### src/rtl/fetch_stage.sv
// Instruction-fetch stage: owns the PC, drives the instruction-memory address and
// registers the returned instruction into IF/ID. Supports stall, redirect/flush and halt.
module fetch_stage #(
  parameter int                       ADDR_WIDTH  = 8,
  parameter int                       INSTR_WIDTH = 8,
  parameter logic [ADDR_WIDTH-1:0]    RESET_PC    = 8'h00,
  parameter logic [INSTR_WIDTH-1:0]   HALT_INSTR  = 8'hFF,
  parameter logic [INSTR_WIDTH-1:0]   NOP_INSTR   = 8'h00
) (
  input  logic                    clock,
  input  logic                    reset,
  input  logic                    stall,
  input  logic                    redirect,
  input  logic [ADDR_WIDTH-1:0]   redirect_target,
  input  logic [INSTR_WIDTH-1:0]  instruction_in,
  output logic [ADDR_WIDTH-1:0]   pc_out,
  output logic [INSTR_WIDTH-1:0]  if_instruction,
  output logic [ADDR_WIDTH-1:0]   if_pc,
  output logic                    if_valid,
  output logic                    halted
);

  typedef enum logic {RUN, HALTED} state_t;

  localparam logic [ADDR_WIDTH-1:0] PC_ONE = ADDR_WIDTH'(1);

  state_t                   state_q, state_d;
  logic [ADDR_WIDTH-1:0]    pc_q, pc_d;
  logic [INSTR_WIDTH-1:0]   instr_q, instr_d;
  logic [ADDR_WIDTH-1:0]    ifpc_q, ifpc_d;
  logic                     valid_q, valid_d;

  // Priority: redirect > stall > normal fetch / halted idle (reset is applied in the register).
  always_comb begin
    // NOTE: every next-state signal defaults to its current value first, so no path
    // through this block leaves a signal unassigned and no latch is inferred.
    state_d = state_q;
    pc_d    = pc_q;
    instr_d = instr_q;
    ifpc_d  = ifpc_q;
    valid_d = valid_q;

    if (redirect) begin
      pc_d    = redirect_target;
      instr_d = NOP_INSTR;
      ifpc_d  = '0;
      valid_d = 1'b0;
      state_d = RUN;
    end else if (!stall) begin
      unique case (state_q)
        RUN: begin
          instr_d = instruction_in;
          ifpc_d  = pc_q;
          valid_d = 1'b1;
          if (instruction_in == HALT_INSTR) begin
            state_d = HALTED;
          end else begin
            pc_d = pc_q + PC_ONE;
          end
        end
        HALTED: begin
          instr_d = NOP_INSTR;
          valid_d = 1'b0;
        end
        default: state_d = RUN;
      endcase
    end
  end

  always_ff @(posedge clock) begin
    // NOTE: sequential state uses non-blocking assignments so every register samples
    // the pre-edge values and simulation matches the synthesized flops.
    if (reset) begin
      state_q <= RUN;
      pc_q    <= RESET_PC;
      instr_q <= NOP_INSTR;
      ifpc_q  <= '0;
      valid_q <= 1'b0;
    end else begin
      state_q <= state_d;
      pc_q    <= pc_d;
      instr_q <= instr_d;
      ifpc_q  <= ifpc_d;
      valid_q <= valid_d;
    end
  end

  assign pc_out         = pc_q;
  assign if_instruction = instr_q;
  assign if_pc          = ifpc_q;
  assign if_valid       = valid_q;
  assign halted         = (state_q == HALTED);

endmodule

### config.mk
export PLATFORM = sky130hd
export DESIGN_NAME = fetch_stage
export DESIGN_NICKNAME = d
export VERILOG_FILES = /design/src/rtl/fetch_stage.sv
export SDC_FILE = /design/constraint.sdc
export NUM_CORES = 1
export LEC_CHECK = 0
export ABC_AREA = 1
export CAP_MARGIN = 15
export CORE_AREA = 2 2 55 57
export DETAILED_ROUTE_END_ITERATION = 16
export DIE_AREA = 0 0 57 59
export PLACE_DENSITY = 0.79
export SETUP_SLACK_MARGIN = 0.05
export SLEW_MARGIN = 20
export SYNTH_ARGS = -nofsm -noshare
export SYNTH_HDL_FRONTEND = slang
export SYNTH_SLANG_ARGS = --single-unit
### constraint.sdc
create_clock -name clock -period 3.8 [get_ports clock]
set_clock_uncertainty 0.2 [all_clocks]
set_input_delay 0.76 -clock clock [delete_from_list [all_inputs] [get_ports clock]]
set_output_delay 0.76 -clock clock [all_outputs]
set_load 0.005 [all_outputs]
==> run_results.csv <==
group,metric,value,unit
grt,maximum_number_of_pins_on_one_net_before_global_route_repair,25,
critical_path,rr_worst_depth,6,
timing,timing.max_slew.rel_slack,67.23,%
power_and_ir_drop,internal_power,449.7,uW
die,dieArea,3363,um^2
timing,layout_min_cycle_time,2.361,ns
placed_design,dpl.hpwl,2045,um
drt,drc,0,
job,maxCapViolCount,0,
clock_network,postCtsResizedCells,0,
die,start_util,44.23,%
critical_path,timing.critical_path.to,"pc_out[2]",
drt,via_count,1180,
logic_synthesis,syn-mean-instance-area,6.772,um^2
clock_network,cts-buffers-inserted,3,
timing,timing.final.hold_violations,0,
clock_network,cts_setup_buffers,0,
cells_and_area,antenna-diode-count,0,
critical_path,crit_path_end_kind,"flip-flop",
logic_synthesis,synth_flop_cell,"sky130_fd_sc_hd__dfxtp_1",
drt,avgRoutedWirePerCell,10.46,um
grt,grtUsageTotal,17.14,%
critical_path,internal_reg_to_reg_setup_slack,2.23,ns
cells_and_area,final_nets,243,
clock_network,tritoncts,"built",
clock_network,cts_root_buffer,"sky130_fd_sc_hd__clkbuf_4",
cells_and_area,final-instance-count-excl-fill,252,
logic_synthesis,synth_seq_area_share,43.42,%
die,die_x,57,um
critical_path,setup.worst_path.start_class,"input pin",
status,result_of_the_run,"finished, final reports clean",
power_and_ir_drop,share_clk_of_total_power,31.4,%
cells_and_area,syn_to_final_growth,42.59,%
power_and_ir_drop,p_sw,137.7,uW
logic_synthesis,synth.top_cells.by_count,"57 x sky130_fd_sc_hd__nand2_1, 28 x sky130_fd_sc_hd__nor2_1, 26 x sky130_fd_sc_hd__dfxtp_1",
logic_synthesis,netlist.top_cell.by_area,"sky130_fd_sc_hd__dfxtp_1",
logic_synthesis,synth_top_family_by_area,"simple AND/OR/NAND/NOR gates",
logic_synthesis,synth-compound-area-share,12.73,%
placed_design,post_place_cells,248,
drt,routedLengthMet1,1229,um
placed_design,gpl.final_weighted_congestion,0.8362,
power_and_ir_drop,power.sequential.fraction,50.6,%
drt,dr_wl_met2,1183,um
timing,slew_viol_final,0,
grt,initial_antenna_violation_count,0,
logic_synthesis,asyncSetResetFlopFracSynth,0,%
die,core_area,2710,um^2
power_and_ir_drop,total_power,587.4,uW
grt,global_route.overflow_total,0,
drt,routed.top_layer,"met4",
die,top_level_ports,46,
logic_synthesis,yosys.area.top_type_share,43.42,%
logic_synthesis,synth.cell_area,1199,um^2
drt,detailedRoute.firstPassIterationCount,4,
cells_and_area,multi_input_area,601.8,um^2
clock_network,max-clock-path-buffers,2,
drt,postRouteWirelength,2636,um
logic_synthesis,number_of_enable_type_register_cells_in_the_synthesized_netlist,0,
logic_synthesis,yosys.cell_types.count,16,
power_and_ir_drop,power_frac_comb,18.0,%
cells_and_area,fillerInstances,258,
power_and_ir_drop,peakVddDrop,0.3014,mV
placed_design,number_of_buffers_inserted_by_port_buffering,45,
critical_path,worstReg2RegEnd,"pc_out[2]",
critical_path,critical_path_required,3.83,ns
grt,grt_pass1_vias,1067,
logic_synthesis,yosys.cell_count.top_type,"sky130_fd_sc_hd__nand2_1",
clock_network,cts_hold_buf,0,
timing,worstMarginPinSlew,0.4900,ns
drt,drt_first_iter_violations,49,
drt,remaining_antenna_violation_count,0,
cells_and_area,regArea,520.5,um^2
die,row_count,19,
clock_network,worstSkewPairLatency,0.31,ns
critical_path,worst_ep_arrival,2.39,ns
hold_path,worst_hold_path_type,"reg2reg",
logic_synthesis,yosysWarningCount,0,
timing,fmaxAchievable,423.5,MHz
critical_path,crit_start,"stall",
cells_and_area,ratio_of_cells_with_drive_above_1_in_the_final_layout,4.525,%
logic_synthesis,synth_simple_gate_area_share,36.43,%
critical_path,critPathMaxFanout,24,
logic_synthesis,synth_fa_ha_area_share,1.044,%
grt,grt_pass1_wl,4588,um
clock_network,cts.clk_slew.worst_paths,0.14,ns
logic_synthesis,synth.mux.area_fraction,0,%
logic_synthesis,synth-xor-area-share,0,%
critical_path,timing.setup.critical_path_class,"in2reg",
logic_synthesis,synth-seq-cells,26,
drt,detail_route.vias_per_cell,4.683,
die,die_h,59,um
power_and_ir_drop,total_leakage_power,0.7201,nW
timing,timing.setup.tns,0,ns
logic_synthesis,syn-instance-count,177,
power_and_ir_drop,switching_share,23.45,%
critical_path,startpoint_of_the_lowest_slack_register_to_register_path,"halted",
timing,grt_setup_unrepaired,"false",
clock_network,cts_max_level,1,
clock_network,cts_sinks,26,
timing,finalSetupViolCount,0,
logic_synthesis,synth_top_cells_by_area,"sky130_fd_sc_hd__dfxtp_1 43%, sky130_fd_sc_hd__nand2_1 18%, sky130_fd_sc_hd__nor2_1 8.8%",
timing,finalCritPeriodShare,62.13,%
power_and_ir_drop,powerDensity,343.7,nW/um^2
drt,detailroute.wirelength.met3,208,um
logic_synthesis,post_synthesis_net_count,198,
==> stage by stage <==
step	setup WS, ns	utilization, %	cell area [um^2]	hold slack, ns
after global placement	1.128	61.13	1657	0.2540
final	1.439	63.07	1709	0.2745
after CTS	1.433	63.07	1709	0.2782
after detailed placement	1.079	61.13	1657	0.2586
after floorplan	2.166	-	1199	0.2609
after global routing	1.290	63.07	1709	0.2969
==> area by class of cell <==
| type | instances | area share [%] |
|---|---|---|
| Multi-Input combinational cell | 134 | 35.21 |
| Sequential cell | 26 | 30.45 |
| Timing Repair Buffer | 45 | 26.35 |
| Inverter | 12 | 2.635 |
| Tap cell | 31 | 2.269 |
| Clock inverter | 1 | 1.757 |
| Clock buffer | 3 | 1.318 |
==> flip-flops by register name (all words and copies together), names as in the netlist <==
signal and flops:
halted 1, if_instruction 8, if_pc 8, if_valid 1, pc_out 8
==> cells in the final DEF (no fill, tap or decap), types with 2 or more instances in the layout <==
master                            Yosys  layout
sky130_fd_sc_hd__a21oi_1             17      17
sky130_fd_sc_hd__o21ai_0             12      12
sky130_fd_sc_hd__dfxtp_1             26      26
sky130_fd_sc_hd__nand2_1             57      57
sky130_fd_sc_hd__nand3_1             12      12
sky130_fd_sc_hd__clkdlybuf4s50_1      0      45
sky130_fd_sc_hd__inv_1               11      11
sky130_fd_sc_hd__clkbuf_4             0       3
sky130_fd_sc_hd__nor2_4               2       2
sky130_fd_sc_hd__nand2_4              2       2
sky130_fd_sc_hd__nor2_1              28      28
==> worst min-delay path by stage <==
stage,endpoint,slack (ns),cells past startpoint,start
finish,if_instruction[1],0.27,2,if_instruction[1]
floorplan,if_instruction[0],0.26,2,if_instruction[0]
global placement,if_instruction[1],0.25,2,if_instruction[1]
global route,if_instruction[6],0.30,2,if_instruction[6]
CTS,if_instruction[1],0.28,2,if_instruction[1]
detailed placement,if_instruction[1],0.26,2,if_instruction[1]
==> power groups by stage <==
stage	sequential [mW]	combinational (mW)	clock, mW
after floorplan	0.303	0.0505	0
after global placement	0.303	0.105	0
after detailed placement	0.303	0.106	0
after CTS	0.297	0.107	0.191
after global routing	0.300	0.118	0.205
final	0.297	0.106	0.184
==> worst max-delay path, stage by stage <==
cell                              delay, ns
sky130_fd_sc_hd__clkdlybuf4s50_1       0.63
sky130_fd_sc_hd__nor2_4                0.47
sky130_fd_sc_hd__nand2_4               0.15
sky130_fd_sc_hd__nand2_4               0.12
sky130_fd_sc_hd__inv_1                 0.09
sky130_fd_sc_hd__nor2_1                0.11
sky130_fd_sc_hd__nor2_1                0.05
==> metal layers <==
metal	track usage, %	vias to the layer above
met1	22.75	489
met5	0	-
met2	28.08	40
met4	5.980	0
met3	3.275	2
li1	-	649
==> cells by family (layout without fill, tap and decap cells) <==
| logic type | after synthesis | in the layout |
|---|---|---|
| AOI/OAI and AO/OA | 30 | 30 |
| and+or+nand+nor | 103 | 103 |
| adders and majority gates | 1 | 1 |
| buffers and inverters | 17 | 61 |
| DFF | 26 | 26 |
No activity file was read; power rests on OpenSTA's default activity.
